### src/rtl/rx_to_mem_pkg.sv
// rx_to_mem_pkg: shared definitions for the serial-to-matrix loader.
//   - Receiver and writer state encodings.
//   - Oversampling constants and memory address width.
// Optional feature macro: RX_PARITY_EN (adds the even-parity receive state).
package rx_to_mem_pkg;

    localparam int unsigned OVERSAMPLE = 8;  // ticks per bit time
    localparam int unsigned MID_SAMPLE = 4;  // ticks from start edge to mid start bit
    localparam int unsigned ADDR_W     = 6;  // memory address width

    typedef enum logic [2:0] {
        R_IDLE,
        R_START,
        R_DATA,
`ifdef RX_PARITY_EN
        R_PARITY,
`endif
        R_STOP
    } rx_state_t;

    typedef enum logic [1:0] {
        IDLE,
        ARMED,
        WRITE,
        DONE
    } wr_state_t;

endpackage

### src/rtl/rx_to_mem_uart_rx.sv
// uart_rx: 8x oversampling UART receiver (8N1, or 8E1 with RX_PARITY_EN).
// Ports:
//   clk             in   system clock, rising edge
//   rst             in   synchronous active-low reset
//   rx_data         in   asynchronous serial line, idle high
//   byte_valid      out  one-cycle strobe, byte_data holds a good byte
//   byte_data       out  last received byte
//   frame_err_pulse out  one-cycle strobe on bad stop (or parity) bit
// Optional feature macro: RX_PARITY_EN.
module uart_rx
    import rx_to_mem_pkg::*;
#(
    parameter int unsigned OVS_DIV = 651
) (
    input  logic       clk,
    input  logic       rst,
    input  logic       rx_data,
    output logic       byte_valid,
    output logic [7:0] byte_data,
    output logic       frame_err_pulse
);

    localparam int unsigned DIV_W    = (OVS_DIV > 1) ? $clog2(OVS_DIV) : 1;
    localparam logic [2:0]  LAST_SMP = 3'(OVERSAMPLE - 1);
    localparam logic [2:0]  MID_SMP  = 3'(MID_SAMPLE - 1);

    logic             sync1, line;
    logic [DIV_W-1:0] div_cnt;
    logic             tick;

    rx_state_t  state, state_n;
    logic [2:0] smp_cnt, smp_cnt_n;
    logic [2:0] bit_idx, bit_idx_n;
    logic [7:0] shift, shift_n;
    logic       valid_n, ferr_n;
    logic [7:0] data_n;
`ifdef RX_PARITY_EN
    logic       par_bad, par_bad_n;
`endif

    assign tick = (div_cnt == DIV_W'(OVS_DIV - 1));

    always_ff @(posedge clk) begin
        if (!rst) begin
            sync1           <= 1'b1;
            line            <= 1'b1;
            div_cnt         <= '0;
            state           <= R_IDLE;
            smp_cnt         <= '0;
            bit_idx         <= '0;
            shift           <= '0;
            byte_valid      <= 1'b0;
            byte_data       <= '0;
            frame_err_pulse <= 1'b0;
`ifdef RX_PARITY_EN
            par_bad         <= 1'b0;
`endif
        end else begin
            sync1           <= rx_data;
            line            <= sync1;
            div_cnt         <= tick ? '0 : div_cnt + 1'b1;
            state           <= state_n;
            smp_cnt         <= smp_cnt_n;
            bit_idx         <= bit_idx_n;
            shift           <= shift_n;
            byte_valid      <= valid_n;
            byte_data       <= data_n;
            frame_err_pulse <= ferr_n;
`ifdef RX_PARITY_EN
            par_bad         <= par_bad_n;
`endif
        end
    end

    // smp_cnt is zeroed at the mid-start sample, so every later sample
    // lands on its 3-bit wrap: exactly one bit time apart, mid-bit.
    always_comb begin
        state_n   = state;
        smp_cnt_n = smp_cnt;
        bit_idx_n = bit_idx;
        shift_n   = shift;
        valid_n   = 1'b0;
        data_n    = byte_data;
        ferr_n    = 1'b0;
`ifdef RX_PARITY_EN
        par_bad_n = par_bad;
`endif
        if (tick) begin
            case (state)
                R_IDLE: begin
                    if (!line) begin
                        state_n   = R_START;
                        smp_cnt_n = '0;
                    end
                end
                R_START: begin
                    if (smp_cnt == MID_SMP) begin
                        smp_cnt_n = '0;
                        bit_idx_n = '0;
                        state_n   = line ? R_IDLE : R_DATA;
                    end else begin
                        smp_cnt_n = smp_cnt + 3'd1;
                    end
                end
                R_DATA: begin
                    smp_cnt_n = smp_cnt + 3'd1;
                    if (smp_cnt == LAST_SMP) begin
                        shift_n   = {line, shift[7:1]};
                        bit_idx_n = bit_idx + 3'd1;
                        if (bit_idx == 3'd7) begin
`ifdef RX_PARITY_EN
                            state_n = R_PARITY;
`else
                            state_n = R_STOP;
`endif
                        end
                    end
                end
`ifdef RX_PARITY_EN
                R_PARITY: begin
                    smp_cnt_n = smp_cnt + 3'd1;
                    if (smp_cnt == LAST_SMP) begin
                        par_bad_n = line ^ (^shift);
                        state_n   = R_STOP;
                    end
                end
`endif
                R_STOP: begin
                    smp_cnt_n = smp_cnt + 3'd1;
                    if (smp_cnt == LAST_SMP) begin
                        state_n = R_IDLE;
`ifdef RX_PARITY_EN
                        if (line && !par_bad) begin
`else
                        if (line) begin
`endif
                            valid_n = 1'b1;
                            data_n  = shift;
                        end else begin
                            ferr_n = 1'b1;
                        end
                    end
                end
                default: state_n = R_IDLE;
            endcase
        end
    end

endmodule

### src/rtl/rx_to_mem.sv
// rx_to_mem: receives UART bytes and writes them row-major into a
// ROW x COLUMN matrix memory; one load edge captures ROW*COLUMN bytes.
// Ports:
//   clk, rst       system clock; synchronous active-low reset
//   rx_data        serial input, idle high
//   load           level; rising edge arms (or restarts) a capture
//   write          one-cycle memory write strobe
//   write_address  row-major address r*COLUMN+c
//   write_value    byte to write
//   busy           high from arm until the final write
//   done           one-cycle pulse the cycle after the final write
//   frame_err      sticky receive error, cleared on arm
// Optional feature macro: RX_PARITY_EN (even parity after D7).
module rx_to_mem
    import rx_to_mem_pkg::*;
#(
    parameter int unsigned ROW     = 2,
    parameter int unsigned COLUMN  = 2,
    parameter int unsigned OVS_DIV = 651
) (
    input  logic              clk,
    input  logic              rst,
    input  logic              rx_data,
    input  logic              load,
    output logic              write,
    output logic [ADDR_W-1:0] write_address,
    output logic [7:0]        write_value,
    output logic              busy,
    output logic              done,
    output logic              frame_err
);

    localparam logic [ADDR_W:0] CELLS = (ADDR_W + 1)'(ROW * COLUMN);

    logic       byte_valid, frame_err_pulse;
    logic [7:0] byte_data;

    uart_rx #(.OVS_DIV(OVS_DIV)) u_rx (
        .clk             (clk),
        .rst             (rst),
        .rx_data         (rx_data),
        .byte_valid      (byte_valid),
        .byte_data       (byte_data),
        .frame_err_pulse (frame_err_pulse)
    );

    logic load_r1, load_r2, load_r3, load_pulse;
    assign load_pulse = load_r2 & ~load_r3;

    wr_state_t         state, state_n;
    logic [ADDR_W:0]   count, count_n, count_inc;
    logic              write_n, busy_n, done_n, ferr_n;
    logic [ADDR_W-1:0] addr_n;
    logic [7:0]        value_n;

    assign count_inc = count + 1'b1;

    always_ff @(posedge clk) begin
        if (!rst) begin
            load_r1       <= 1'b0;
            load_r2       <= 1'b0;
            load_r3       <= 1'b0;
            state         <= IDLE;
            count         <= '0;
            write         <= 1'b0;
            write_address <= '0;
            write_value   <= '0;
            busy          <= 1'b0;
            done          <= 1'b0;
            frame_err     <= 1'b0;
        end else begin
            load_r1       <= load;
            load_r2       <= load_r1;
            load_r3       <= load_r2;
            state         <= state_n;
            count         <= count_n;
            write         <= write_n;
            write_address <= addr_n;
            write_value   <= value_n;
            busy          <= busy_n;
            done          <= done_n;
            frame_err     <= ferr_n;
        end
    end

    // Arming clears the sticky error, but an error strobe in the same
    // cycle still registers so it is never lost.
    always_comb begin
        state_n = state;
        count_n = count;
        write_n = 1'b0;
        addr_n  = write_address;
        value_n = write_value;
        busy_n  = busy;
        done_n  = 1'b0;
        ferr_n  = frame_err | frame_err_pulse;
        case (state)
            IDLE, ARMED: begin
                if (load_pulse) begin
                    state_n = ARMED;
                    count_n = '0;
                    busy_n  = 1'b1;
                    ferr_n  = frame_err_pulse;
                end else if (state == ARMED && byte_valid) begin
                    state_n = WRITE;
                    write_n = 1'b1;
                    addr_n  = count[ADDR_W-1:0];
                    value_n = byte_data;
                end
            end
            WRITE: begin
                count_n = count_inc;
                if (count_inc == CELLS) begin
                    state_n = DONE;
                    done_n  = 1'b1;
                    busy_n  = 1'b0;
                end else begin
                    state_n = ARMED;
                end
            end
            DONE:    state_n = IDLE;
            default: state_n = IDLE;
        endcase
    end

endmodule

### config.mk
export PLATFORM = sky130hd
export DESIGN_NAME = rx_to_mem
export DESIGN_NICKNAME = d
export VERILOG_FILES = /design/src/rtl/rx_to_mem_pkg.sv /design/src/rtl/rx_to_mem_uart_rx.sv /design/src/rtl/rx_to_mem.sv
export SDC_FILE = /design/constraint.sdc
export NUM_CORES = 1
export LEC_CHECK = 0
export CAP_MARGIN = 20
export CORE_MARGIN = 5
export CORE_UTILIZATION = 35
export DETAILED_ROUTE_END_ITERATION = 6
export PLACE_DENSITY = 0.54
export REMOVE_ABC_BUFFERS = 1
export SKIP_CTS_REPAIR_TIMING = 1
export SYNTH_ARGS = -nofsm -noshare
export SYNTH_HDL_FRONTEND = slang
export SYNTH_HIERARCHICAL = 1
export SYNTH_SLANG_ARGS = --single-unit
### constraint.sdc
create_clock -name clk -period 2.16 [get_ports clk]
set_input_delay 0.432 -clock clk [delete_from_list [all_inputs] [get_ports clk]]
set_output_delay 0.432 -clock clk [all_outputs]
set_load 0.005 [all_outputs]
==> flow_metrics.env <==
export IMPL_chipWidth_um=99.6
export IMPL_grt_pass1_vias=1779
export IMPL_ys_warn_count=6
export IMPL_postRouteWirelength_mm=4.89
export IMPL_boundaryPins=22
export IMPL_clock_sinks=68
export IMPL_grt_max_degree=16
export IMPL_worstPathCellList="nor4b_2, nand3_1, or4_1, a21oi_1"
export IMPL_numPortBuffers=21
export IMPL_fin_hold_ws_ps=410
export IMPL_min_period_ps=1850
export IMPL_grtUsageTotal=0.104
export IMPL_total_power_mw=2.39
export IMPL_setup_violations=0
export IMPL_finish_net_count=328
export IMPL_fillers=783
export IMPL_synth_edf_count=0
export IMPL_ys_types=43
export IMPL_drv_cap=0
export IMPL_status="completed"
export IMPL_hp_start="u_rx/sync1"
export IMPL_end_kind="flip-flop"
export IMPL_hold_viol_final=0
export IMPL_clkLatencyLatePin_ps=340
export IMPL_ys_ff_latch=68
export IMPL_vias=2000
export IMPL_worst_endpoint_required_ps=2420
export IMPL_synth_avg_cell_area_um2=9.72
export IMPL_dpl_hpwl_mm=3.44
export IMPL_synth_area_mm2=0.00281
export IMPL_hold_class="flip-flop to flip-flop"
export IMPL_globalRouteMet1Util=0.120
export IMPL_n_antenna_cell=0
export IMPL_cts_buffers=9
export IMPL_use_met3=0.0505
export IMPL_finClkSkew_ps=7.64
export IMPL_antenna_left=0
export IMPL_ys_seq_area_frac=0.484
export IMPL_tns_ps=0
export IMPL_async_reset_ff_frac=0
export IMPL_dieArea_mm2=0.00992
export IMPL_critPathTopFamily="simple AND/OR/NAND/NOR gates"
export IMPL_critPathMaxFanout=11
export IMPL_rows=32
export IMPL_finalWorstSetupSlack_ps=313
export IMPL_antenna_found_initial=0
export IMPL_stdcell_count=422
export IMPL_initial_core_util=0.362
export IMPL_place_area_mm2=0.00313
export IMPL_dp_cells=406
export IMPL_tightest_slew_ps=578
export IMPL_max_freq_mhz=541
export IMPL_first_pass_iters=4
export IMPL_seq_area_mm2=0.00136
export IMPL_multi_input_area_mm2=0.00135
export IMPL_synth_flop_cell="dfxtp_1"
export IMPL_vias_per_cell=4.74
export IMPL_p_leak_nw=1.21
export IMPL_cp_arrival_ps=2110
export IMPL_cts_tree="built"
export IMPL_drc=0
export IMPL_clk_pin_slew_ps=70
export IMPL_busiest_layer="met2"
export IMPL_h_tree_depth=3
export IMPL_wl_per_cell_um=11.6
export IMPL_die_height_um=99.6
export IMPL_timing_rr_start="u_rx/div_cnt[5]"
export IMPL_p_per_area_mw_per_mm2=716
export IMPL_synthCells=289
export IMPL_rsz0062_at_grt="false"
export IMPL_cp_depth=4
export IMPL_final_core_util=0.429
export IMPL_slew_violations=0
export IMPL_path_buf_inv=0
export IMPL_critPathLaunchType="flip-flop"
export IMPL_rrSetupSlack_ps=310
export IMPL_path_class="flip-flop to flip-flop"
export IMPL_drive_gt1_frac=0.0938
export IMPL_grt_pass1_wl_mm=8.08
export IMPL_grt_overflow=0
export IMPL_cts_root_buf="clkbuf_8"
export IMPL_fin_crit_sh=0.855
export IMPL_whs_endpoint="u_rx/line"
export IMPL_ir_drop_mv=0.340
export IMPL_dp_slack_ps=355
export IMPL_whs_path_depth=1
export IMPL_regToRegEndpoint="u_rx/smp_cnt[1]"
export IMPL_final_area_mm2=0.00333
export IMPL_ctsLongestPathBuffers=2
export IMPL_reg2reg_depth=4
export IMPL_slowest_delay_ps=570
export IMPL_area_growth_pct=18.6
export IMPL_core_area_mm2=0.00777
export IMPL_place_congestion=0.805
export IMPL_grt_use_met2=0.165
export IMPL_drt_initial_drc_count=41
export IMPL_cp_slowest_cell="or4_1"
export IMPL_relSlewSlack=0.614
[worst max-delay path by stage]
stage                     slack [ps]              end            start
final                            310  u_rx/smp_cnt[1]  u_rx/div_cnt[5]
after global routing             190    u_rx/shift[7]  u_rx/div_cnt[0]
after CTS                        340    u_rx/shift[7]  u_rx/div_cnt[5]
after detailed placement         350  u_rx/smp_cnt[0]  u_rx/div_cnt[5]
after global placement           340  u_rx/smp_cnt[1]  u_rx/div_cnt[5]
after floorplan                  560  u_rx/smp_cnt[0]  u_rx/div_cnt[5]
[cells in the final DEF, fill, tap and decap left out, types with 8 or more instances in the layout]
cell and instances:
clkdlybuf4s50_1 21, nor2_1 32, dfxtp_1 68, inv_1 8, ha_1 9, xnor2_1 9, mux2i_1 34, clkbuf_8 11
nand2_1 34, nand3_1 12
[layout make-up]
| cell class | count | area share |
|---|---|---|
| clock buffer | 13 | 0.0477 |
| sequential | 68 | 0.409 |
| timing repair buffer | 28 | 0.0789 |
| tap | 102 | 0.0383 |
| clock inverter | 3 | 0.0135 |
| multi-input combinational | 200 | 0.404 |
| inverter | 8 | 0.00901 |
[cells in the mapped netlist, types with 2 or more instances]
cell,number,share of area
nand3_1,12,0.021
and3_1,2,0.0045
nand2b_1,3,0.0067
nor2b_1,3,0.0067
nor3_1,4,0.0071
xnor2_1,9,0.028
nand2_1,34,0.045
o21ai_0,5,0.0089
a22oi_1,4,0.011
inv_1,8,0.011
dfxtp_1,68,0.48
nand4_1,3,0.0067
mux2i_1,34,0.12
nand3b_1,2,0.0053
or4_1,2,0.0053
xor2_1,5,0.016
buf_2,4,0.0071
o21a_1,2,0.0053
a21oi_1,6,0.011
clkbuf_1,7,0.0094
and2_1,6,0.013
ha_1,9,0.040
o221a_2,2,0.0080
nor2_1,32,0.043
nor3b_1,2,0.0053
nor4_1,4,0.0089
[logic make-up (layout without fill, tap and decap cells)]
family,count (synthesis),count (layout),synth area share
adder cells (fa/ha/maj),9,9,0.0401
AND/OR/NAND/NOR,118,118,0.212
AO/OA/AOI/OAI,24,24,0.0579
flip-flops,68,68,0.484
multiplexers,35,35,0.125
buffers and inverters,21,52,0.0365
XOR/XNOR,14,14,0.0436
[registers in the layout, summed over array words and instances (netlist names), 2 cells and up]
name,count
u_rx/byte_data,8
u_rx/div_cnt,10
u_rx/bit_idx,3
u_rx/shift,8
u_rx/smp_cnt,3
count,7
write_value,8
u_rx/state,2
write_address,6
state,2
[per-layer routing]
metal	share of wire	routed length, um	up-vias
met4	0.017	82	0
met3	0.048	235	6
met2	0.46	2260	29
met1	0.47	2310	928
met5	0	0	-
li1	-	-	1037
[power breakdown]
part / total (mW) / switching (mW) / internal [mW]
Clock: 1.05 / 0.456 / 0.597
Combinational: 0.0583 / 0.0341 / 0.0241
Sequential: 1.27 / 0.0104 / 1.26
Total: 2.39 / 0.500 / 1.89
No activity file was read; power rests on OpenSTA's default activity.
